### config.mk
export PLATFORM = sky130hd
export DESIGN_NAME = mem_arbiter
export DESIGN_NICKNAME = d
export VERILOG_FILES = /design/src/rtl/mem_arbiter.sv
export SDC_FILE = /design/constraint.sdc
export NUM_CORES = 1
export LEC_CHECK = 0
export ABC_AREA = 1
export CAP_MARGIN = 20
export CORE_AREA = 8 8 118 141
export DETAILED_ROUTE_END_ITERATION = 7
export DIE_AREA = 0 0 126 149
export GPL_TIMING_DRIVEN = 0
export PLACE_DENSITY_LB_ADDON = 0.1
export SETUP_SLACK_MARGIN = 0.02
export SLEW_MARGIN = 20
export SYNTH_ARGS = -nofsm -noshare
export SYNTH_HDL_FRONTEND = slang
export SYNTH_SLANG_ARGS = --single-unit
### constraint.sdc
create_clock -name clk -period 9.4 [get_ports clk]
set_input_delay 2.82 -clock clk [delete_from_list [all_inputs] [get_ports clk]]
set_output_delay 2.82 -clock clk [all_outputs]
set_load 0.01 [all_outputs]
### src/rtl/mem_arbiter.sv
// Single-ported memory arbiter for the tinyrv32 fetch (i_*) and load/store (d_*) ports.
// One transaction at a time: data port has priority, with a starvation guard for fetch.
module mem_arbiter #(
    parameter int ADDR_W       = 32,
    parameter int DATA_W       = 32,
    parameter int MEM_LAT      = 1,
    parameter int STARVE_LIMIT = 4
) (
    input  logic                clk,
    input  logic                rst,
    input  logic                i_req,
    input  logic [ADDR_W-1:0]   i_addr,
    output logic                i_gnt,
    output logic                i_rvalid,
    output logic [DATA_W-1:0]   i_rdata,
    input  logic                d_req,
    input  logic                d_we,
    input  logic [ADDR_W-1:0]   d_addr,
    input  logic [DATA_W-1:0]   d_wdata,
    input  logic [DATA_W/8-1:0] d_be,
    output logic                d_gnt,
    output logic                d_rvalid,
    output logic [DATA_W-1:0]   d_rdata,
    output logic                mem_en,
    output logic                mem_we,
    output logic [ADDR_W-1:0]   mem_addr,
    output logic [DATA_W-1:0]   mem_wdata,
    output logic [DATA_W/8-1:0] mem_be,
    input  logic [DATA_W-1:0]   mem_rdata,
    output logic                busy
);

    // state | meaning
    // IDLE  | waiting for a request; arbitration decision taken here
    // ISSUE | memory command strobe, owner's gnt pulse
    // WAIT  | counting down the memory read latency
    // RESP  | owner's rvalid pulse
    localparam logic [1:0] IDLE  = 2'd0;
    localparam logic [1:0] ISSUE = 2'd1;
    localparam logic [1:0] WAIT  = 2'd2;
    localparam logic [1:0] RESP  = 2'd3;

    localparam logic [2:0] LAT_LOAD   = 3'(MEM_LAT - 1);
    localparam logic [3:0] STARVE_MAX = 4'(STARVE_LIMIT);

    logic [1:0]          r_state;
    logic                r_owner_d;
    logic                r_we;
    logic [ADDR_W-1:0]   r_addr;
    logic [DATA_W-1:0]   r_wdata;
    logic [DATA_W/8-1:0] r_be;
    logic [2:0]          r_lat;
    logic [3:0]          r_starve;
    logic [DATA_W-1:0]   r_i_rdata;
    logic [DATA_W-1:0]   r_d_rdata;

    logic w_any_req;
    logic w_pick_d;

    assign w_any_req = i_req | d_req;
    // Fetch only beats a pending data request once the starvation counter saturates.
    assign w_pick_d  = d_req & (~i_req | (r_starve != STARVE_MAX));

    always_ff @(posedge clk or posedge rst) begin
        if (rst) begin
            r_state   <= IDLE;
            r_owner_d <= 1'b0;
            r_we      <= 1'b0;
            r_addr    <= '0;
            r_wdata   <= '0;
            r_be      <= '0;
            r_lat     <= '0;
            r_starve  <= '0;
            r_i_rdata <= '0;
            r_d_rdata <= '0;
        end else begin
            case (r_state)
                IDLE: begin
                    if (w_any_req) begin
                        r_owner_d <= w_pick_d;
                        if (w_pick_d) begin
                            r_we    <= d_we;
                            r_addr  <= d_addr;
                            r_wdata <= d_wdata;
                            r_be    <= d_be;
                        end else begin
                            r_we    <= 1'b0;
                            r_addr  <= i_addr;
                            r_wdata <= '0;
                            r_be    <= '1;
                        end
                        if (!i_req || !w_pick_d) begin
                            r_starve <= '0;
                        end else if (r_starve != STARVE_MAX) begin
                            r_starve <= r_starve + 4'd1;
                        end
                        r_state <= ISSUE;
                    end
                end
                ISSUE: begin
                    r_lat   <= LAT_LOAD;
                    r_state <= WAIT;
                end
                WAIT: begin
                    if (r_lat == 3'd0) begin
                        if (!r_owner_d) begin
                            r_i_rdata <= mem_rdata;
                        end else if (!r_we) begin
                            r_d_rdata <= mem_rdata;
                        end
                        r_state <= RESP;
                    end else begin
                        r_lat <= r_lat - 3'd1;
                    end
                end
                default: begin
                    r_state <= IDLE;
                end
            endcase
        end
    end

    assign mem_en    = (r_state == ISSUE);
    assign mem_we    = mem_en & r_we;
    assign mem_addr  = r_addr;
    assign mem_wdata = r_wdata;
    assign mem_be    = r_be;
    assign i_gnt     = mem_en & ~r_owner_d;
    assign d_gnt     = mem_en & r_owner_d;
    assign i_rvalid  = (r_state == RESP) & ~r_owner_d;
    assign d_rvalid  = (r_state == RESP) & r_owner_d;
    assign i_rdata   = r_i_rdata;
    assign d_rdata   = r_d_rdata;
    assign busy      = (r_state != IDLE);

endmodule

After elaboration in Yosys (flattened, before gate mapping) --
Index checks and enable logic that the tools add are counted. Widths: inputs -> output; s select.
Operators by class: multipliers 0, equal/unequal tests 7, shift operators 0, reduce and logical (&&, ||, !) cells 14, bitwise operators 11, mux-type cells 11, magnitude comparators 0, div/mod/pow operators 0, $add $sub $neg 2
Operators with widths (count):
- $mux 32 | 2
- $mux 4 | 3
- $and 1x1->1 | 6
- $ne 2x2->1 const B | 3
- $pmux 2 s3 | 1
- $pmux 3 s2 | 1
- $reduce_and 2->1 | 3
- $reduce_and 3->1 | 2
- $reduce_bool 2->1 | 3
- $add 4x1->4 const B | 1
- $eq 2x2->1 const B | 2
- $mux 2 | 2
- $ne 4x3->1 const B | 1
- $reduce_and 4->1 | 1
- $logic_not 3->1 | 1
- $mux 3 | 1
- $not 1->1 | 3
- $sub 3x1->3 const B | 1
- $eq 2x1->1 const B | 1
- $logic_not 1->1 | 2
- $logic_not 2->1 | 1
- $or 1x1->1 | 2
- $logic_or 1x1->1 | 1
- $mux 1 | 1
Word-level totals: memory bits (read-only) 0, register bits after elaboration 143, memories 0, logic and storage cells 55, memory bits (writable) 0, output and inout bits 139, latch bits 0

Logic depth before layout (Yosys ltp) --
Gate-level depths: netlist of run 1.
depth in word-level cells 7, gate-level depth with buffers 10, depth with buffers taken out 9

Least setup slack after synthesis of run 1 --
OpenSTA, ideal clock, no wires.
kind reg2out, from register r_state[1], to output i_gnt, path buffers 0, arrival 937 ps, setup slack 5643 ps, cell stages (with the launch flop) 5, path through dfrtp_1 > inv_1 > ha_1 > inv_1 > nor2_1
On the way: longest elaborated chain between the ends 2
Ends and longest elaborated chain:
- from (decl) | line 46 | logic [1:0] r_state;
- from (signal assigned) | line 66 | r_state <= IDLE;
- from (signal assigned) | line 97 | r_state <= ISSUE;
- from (signal assigned) | line 102 | r_state <= WAIT;
- $eq 2x1->1 | line 123 | assign mem_en = (r_state == ISSUE);
- via mem_en | line 24 | output logic mem_en,
- $and 1x1->1 | line 128 | assign i_gnt = mem_en & ~r_owner_d;
- to (decl) | line 13 | output logic i_gnt,
The timed path passes the listed nets, and every way through them passes these cells.

Final worst setup path of run 1 --
from register r_state[1], to output i_gnt
On the way: longest elaborated chain between the ends 2
Ends and longest elaborated chain (line):
- $eq 2x1->1 | 123
- $and 1x1->1 | 128
No other way between the ends.

==> flow_metrics.tcl, run 1 <==
set metrics [dict create \
    status "complete, no violations" \
    avgSynthCellArea_sq_um 8.19 \
    die_area_sq_mm 0.0188 \
    firstDrtPassIters 4 \
    cap_viol_max_count 0 \
    core-area_sq_mm 0.0143 \
    cts_buffers 17 \
    ctsHoldBuffers 0 \
    yosys.area.top_type "dfrtp_1" \
    setup-tns-final_ps 0 \
    setup_slack_ps 4710 \
    overflow 0 \
    netlist_area_sq_mm 0.00619 \
    first_global_vias 6040 \
    synth-seq-area-share_pct 57.8 \
    cts_tree "yes" \
    root_buffer "clkbuf_16" \
    synthesis.nets 900 \
    die_y_um 149 \
    synthTopCellsByArea "dfrtp_1, nand2_1, inv_1" \
    rsz0062_at_grt "no" \
    nNetsFinal 1194 \
    start_util_pct 43.3 \
    die_w_um 126 \
    grt_max_degree 107 \
    fillers 1195 \
    yosysUniqueCellTypes 18 \
    clockBufferDepth 2 \
    final_common_cell "nand2_1" \
    drive_gt1_share_pct 5.66 \
    cts_sinks 143 \
    htreeDepth 4 \
    cts_setup_buffers 0 \
    crit_path_start_kind "flip-flop" \
    worstSetupEndpointType "output port" \
    antenna_found_initial 1 \
    dp_hpwl_um 15000 \
    cellPowerDensity_mw_per_mm2 323 \
    pre_cts_slack_ps 4970 \
    area_growth_pct 58.4 \
    worstPathRequired_ps 6580 \
    vias_per_cell 4.62 \
    synth_top_area_share_pct 57.8 \
    cts_resized 0 \
    p_leak_uw 0.00499 \
    ant_nets 0 \
    critical_path.max_fanout 4 \
    hold_viol 0 \
    dr_total_vias 5712 \
    gp_congestion 0.781 \
    period_share_pct 49.9 \
    finalClockSkew_ps 10.7 \
    syn_inst 755 \
    criticalPathCategory "flip-flop to output port" \
    max_slew_margin_pct 62.8 \
    holdCritPathClass "flip-flop to flip-flop" \
    grt_pass1_wl_um 31400 \
    maxSlewViolCount 0 \
    grt.total_usage_pct 21.3 \
    cp.arrival_ps 1870 \
    yosysWarnings 0 \
    synth-seq-cells 143 \
    routedWlPerCell_um 16.0 \
    drt-total-wl_um 19800 \
    drtIter0Drc 231 \
    worst_pin_slew_ps 558 \
    max_freq_mhz 213 \
    final_cell_mix "nand2_1, clkdlybuf4s50_1, dfrtp_1" \
    rows 48 \
    finalCriticalPeriod_ps 4690 \
    peakVddDrop_uv 243 \
    drc 0 \
    setup_viol 0 \
    io_pins 276 \
    portBuffers 274 \
    clkLatencyLatePin_ps 410 \
    clkSlewWorstSetupHoldPaths_ps 60 \
]
## state kept, by name, indices dropped and copies added (netlist names)
signal and flops:
d_rdata 32, i_rdata 32, mem_addr 32, mem_wdata 32, mem_be 4, r_starve 4, r_lat 3, r_state 2
r_owner_d 1, r_we 1
## routing by layer
metal | up-vias | part of all wire, % | GRT usage [%]
li1 | 2880 | - | -
met1 | 2613 | 38 | 22.4
met2 | 192 | 49 | 36.1
met3 | 27 | 10 | 10.6
met4 | 0 | 2.4 | 8.20
met5 | - | 0 | 0
## Yosys cell counts (all sizes together)
| cell type | instances |
|---|---|
| buf | 19 |
| o22ai | 3 |
| a21oi | 2 |
| inv | 119 |
| ha | 8 |
| clkbuf | 17 |
| nor2 | 22 |
| o21ai | 69 |
| or2 | 1 |
| nand3 | 70 |
| nand2 | 282 |
| dfrtp | 143 |
## where the power goes
part / total, uW / switching (uW) / internal, uW
Combinational: 1420 / 695 / 721
Clock: 685 / 252 / 432
Sequential: 1070 / 156 / 909
## worst max-delay path, stage by stage (launching register included)
cell             delay, ps
dfrtp_1                390
inv_1                  110
ha_1                   220
inv_1                   70
nor2_1                 110
clkdlybuf4s50_1        560
## layout make-up
type	instances	area, sq um	share of cell area, %
Antenna cell	1	2.50	0.0255
Inverter	119	454	4.64
Sequential cell	143	3580	36.5
Buffer	36	171	1.75
Tap cell	175	219	2.23
Clock inverter	8	104	1.06
Multi-Input combinational cell	457	1990	20.3
Clock buffer	23	508	5.19
Timing Repair Buffer	275	2770	28.3
## per-stage QoR
step	instances	utilization [%]	hold WS [ps]	cell area, sq um	total power (uW)
after detailed placement	1205	64.2	464	9180	2500
after CTS	1236	68.5	480	9790	3210
final	1237	68.5	475	9800	3170
after global routing	1237	68.5	494	9800	3390
after floorplan	755	-	471	6190	1680
after global placement	1204	64.0	461	9150	2470
## kinds of logic after synthesis
kind of cell	count (synthesis)	synth area share (%)
AND/OR/NAND/NOR	375	24.5
adder cells (fa/ha/maj)	8	1.62
AO/OA/AOI/OAI	74	6.05
buffers and inverters	155	9.99
flip-flops	143	57.8
## worst paths after layout
path	cells past startpoint	endpoint	slack (ps)	start
max	5	i_gnt	4710	r_state[1]$_DFFE_PP0P_
min	2	mem_addr[25]$_DFFE_PP0P_	480	mem_addr[25]$_DFFE_PP0P_
max reg2reg	9	d_rdata[15]$_DFFE_PP0P_	7490	r_lat[0]$_DFFE_PP0P_
min reg2reg	2	mem_addr[25]$_DFFE_PP0P_	480	mem_addr[25]$_DFFE_PP0P_
max in group asynchronous	3	mem_addr[9]$_DFFE_PP0P_	5790	rst
min in group asynchronous	2	mem_wdata[1]$_DFFE_PP0P_	2790	rst
(Power assumes the default switching activity.)
==> run 2, diff against run 1 <==
--- a/config.mk
+++ b/config.mk
@@ -7,9 +7,9 @@
 export LEC_CHECK = 0
 export ABC_AREA = 1
 export CAP_MARGIN = 20
-export CORE_AREA = 8 8 118 141
+export CORE_AREA = 8 8 120 144
 export DETAILED_ROUTE_END_ITERATION = 7
-export DIE_AREA = 0 0 126 149
+export DIE_AREA = 0 0 128 152
 export GPL_TIMING_DRIVEN = 0
 export PLACE_DENSITY_LB_ADDON = 0.1
 export SETUP_SLACK_MARGIN = 0.02
==> constraint.sdc (replaced) <==
create_clock -name clk -period 4.8 [get_ports clk]
set_input_delay 1.44 -clock clk [delete_from_list [all_inputs] [get_ports clk]]
set_output_delay 1.44 -clock clk [all_outputs]
set_load 0.01 [all_outputs]
==> run 2 against run 1 <==
Against the previous run:
- critical path depth unchanged
- hold slack better by 1.7 ps
- highest routed layer unchanged
- clock skew fell by 1.5 ps
- critical endpoint unchanged
- sequential power grew 94%
- die area is 3.6% higher
==> flow_metrics.tcl, run 2 (synthesis results as in run 1) <==
set metrics [dict create \
    status "complete, no violations" \
    core-area_sq_mm 0.0148 \
    clkSlewWorstSetupHoldPaths_ps 60 \
    max_freq_mhz 304 \
    criticalPathCategory "flip-flop to output port" \
    cellPowerDensity_mw_per_mm2 623 \
    drive_gt1_share_pct 5.83 \
    cts_sinks 143 \
    drt-total-wl_um 19700 \
    drtIter0Drc 299 \
    finalCoreUtilization_pct 66.4 \
    finalCriticalPeriod_ps 3290 \
    crit_start "r_state[1]$_DFFE_PP0P_" \
    stdcell_area_sq_mm 0.00985 \
    clockBufferDepth 2 \
    grt_pass1_wl_um 31900 \
    cts_resized 0 \
    dr_total_vias 5701 \
    rsz0062_at_grt "no" \
    cts_buffers 17 \
    crit_path_start_kind "flip-flop" \
    overflow 0 \
    final_common_cell "nand2_1" \
    htreeDepth 4 \
    min_from "mem_addr[25]$_DFFE_PP0P_" \
    setup-tns-final_ps 0 \
    cp.arrival_ps 1850 \
    p_leak_uw 0.00499 \
    nNetsFinal 1197 \
    area_growth_pct 59.2 \
    die_y_um 152 \
    ctsHoldBuffers 0 \
    hold_slack_ps 477 \
    max_slew_margin_pct 54.4 \
    gp_congestion 0.811 \
    portBuffers 274 \
    worst_pin_slew_ps 683 \
    firstDrtPassIters 7 \
    holdCritPathClass "flip-flop to flip-flop" \
    die_area_sq_mm 0.0195 \
    die_w_um 128 \
    peakVddDrop_uv 354 \
    critical_path.max_fanout 4 \
    hold_viol 0 \
    routedWlPerCell_um 15.6 \
    finalClockSkew_ps 9.18 \
    cts_tree "yes" \
    first_global_vias 6017 \
    num_antenna_cells 0 \
    clkLatencyLatePin_ps 420 \
    io_pins 276 \
    rr_startpoint "r_lat[0]$_DFFE_PP0P_" \
    worstPathRequired_ps 3360 \
    antenna_found_initial 0 \
    ant_nets 0 \
    start_util_pct 41.7 \
    final_cell_mix "nand2_1, clkdlybuf4s50_1, dfrtp_1" \
    setup_viol 0 \
    placed_cell_area_sq_mm 0.00927 \
    root_buffer "clkbuf_16" \
    drc 0 \
    grt_max_degree 32 \
    maxSlewViolCount 0 \
    rows 49 \
    dp_hpwl_um 15300 \
    period_share_pct 68.6 \
    worstSetupEndpointType "output port" \
    cap_viol_max_count 0 \
    vias_per_cell 4.50 \
    cts_setup_buffers 0 \
    grt.total_usage_pct 21.1 \
]
[run 2: changes by cell type in the layout (fill, tap and decap cells not counted), sizes merged]
cell,before,now
buf,20,23
clkbuf,40,38
clkinv,5,6
clkinvlp,1,3
diode,1,0
inv,119,118
[run 2: critical path: stages, from the launching register on]
cell             delay (ps)
dfrtp_1                 390
inv_1                   100
ha_1                    220
inv_1                    80
nor2_1                   90
clkdlybuf4s50_1         560
[run 2: cell type report]
cell class	instances	area [sq um]
Buffer	36	171
Clock buffer	21	470
Clock inverter	10	113
Fill cell	1302	4990
Inverter	119	450
Multi-Input combinational cell	457	1990
Sequential cell	143	3580
Tap cell	204	255
Timing Repair Buffer	278	2820
[run 2: layer usage]
metal | share of wire [%] | track usage (%) | routed length, um
met4 | 2.6 | 8.40 | 521
met2 | 50 | 36.1 | 9830
met3 | 9.5 | 8.54 | 1870
met5 | 0 | 0 | 0
met1 | 38 | 22.7 | 7490
[run 2: path summary, 6_finish.rpt]
check | endpoint | depth (start not counted) | slack (ps)
worst max register to register | i_rdata[25]$_DFFE_PP0P_ | 9 | 2920
min in group asynchronous | mem_wdata[7]$_DFFE_PP0P_ | 2 | 1470
worst min register to register | mem_addr[25]$_DFFE_PP0P_ | 2 | 480
worst max-delay path | i_gnt | 5 | 1510
max in group asynchronous | mem_addr[11]$_DFFE_PP0P_ | 4 | 2520
worst min-delay path | mem_addr[25]$_DFFE_PP0P_ | 2 | 480
[run 2: where the power goes]
group | switching (uW) | internal, uW
Clock | 494 | 801
Combinational | 1340 | 1420
Sequential | 302 | 1780
[run 2: through the flow]
step                      worst slack, ps  std cells  total power, uW
after floorplan                      1570        755             3280
after global placement                222       1233             4850
after detailed placement             1710       1237             4890
after CTS                            1480       1268             6220
after global routing                 1350       1268             6590
final                                1510       1268             6130
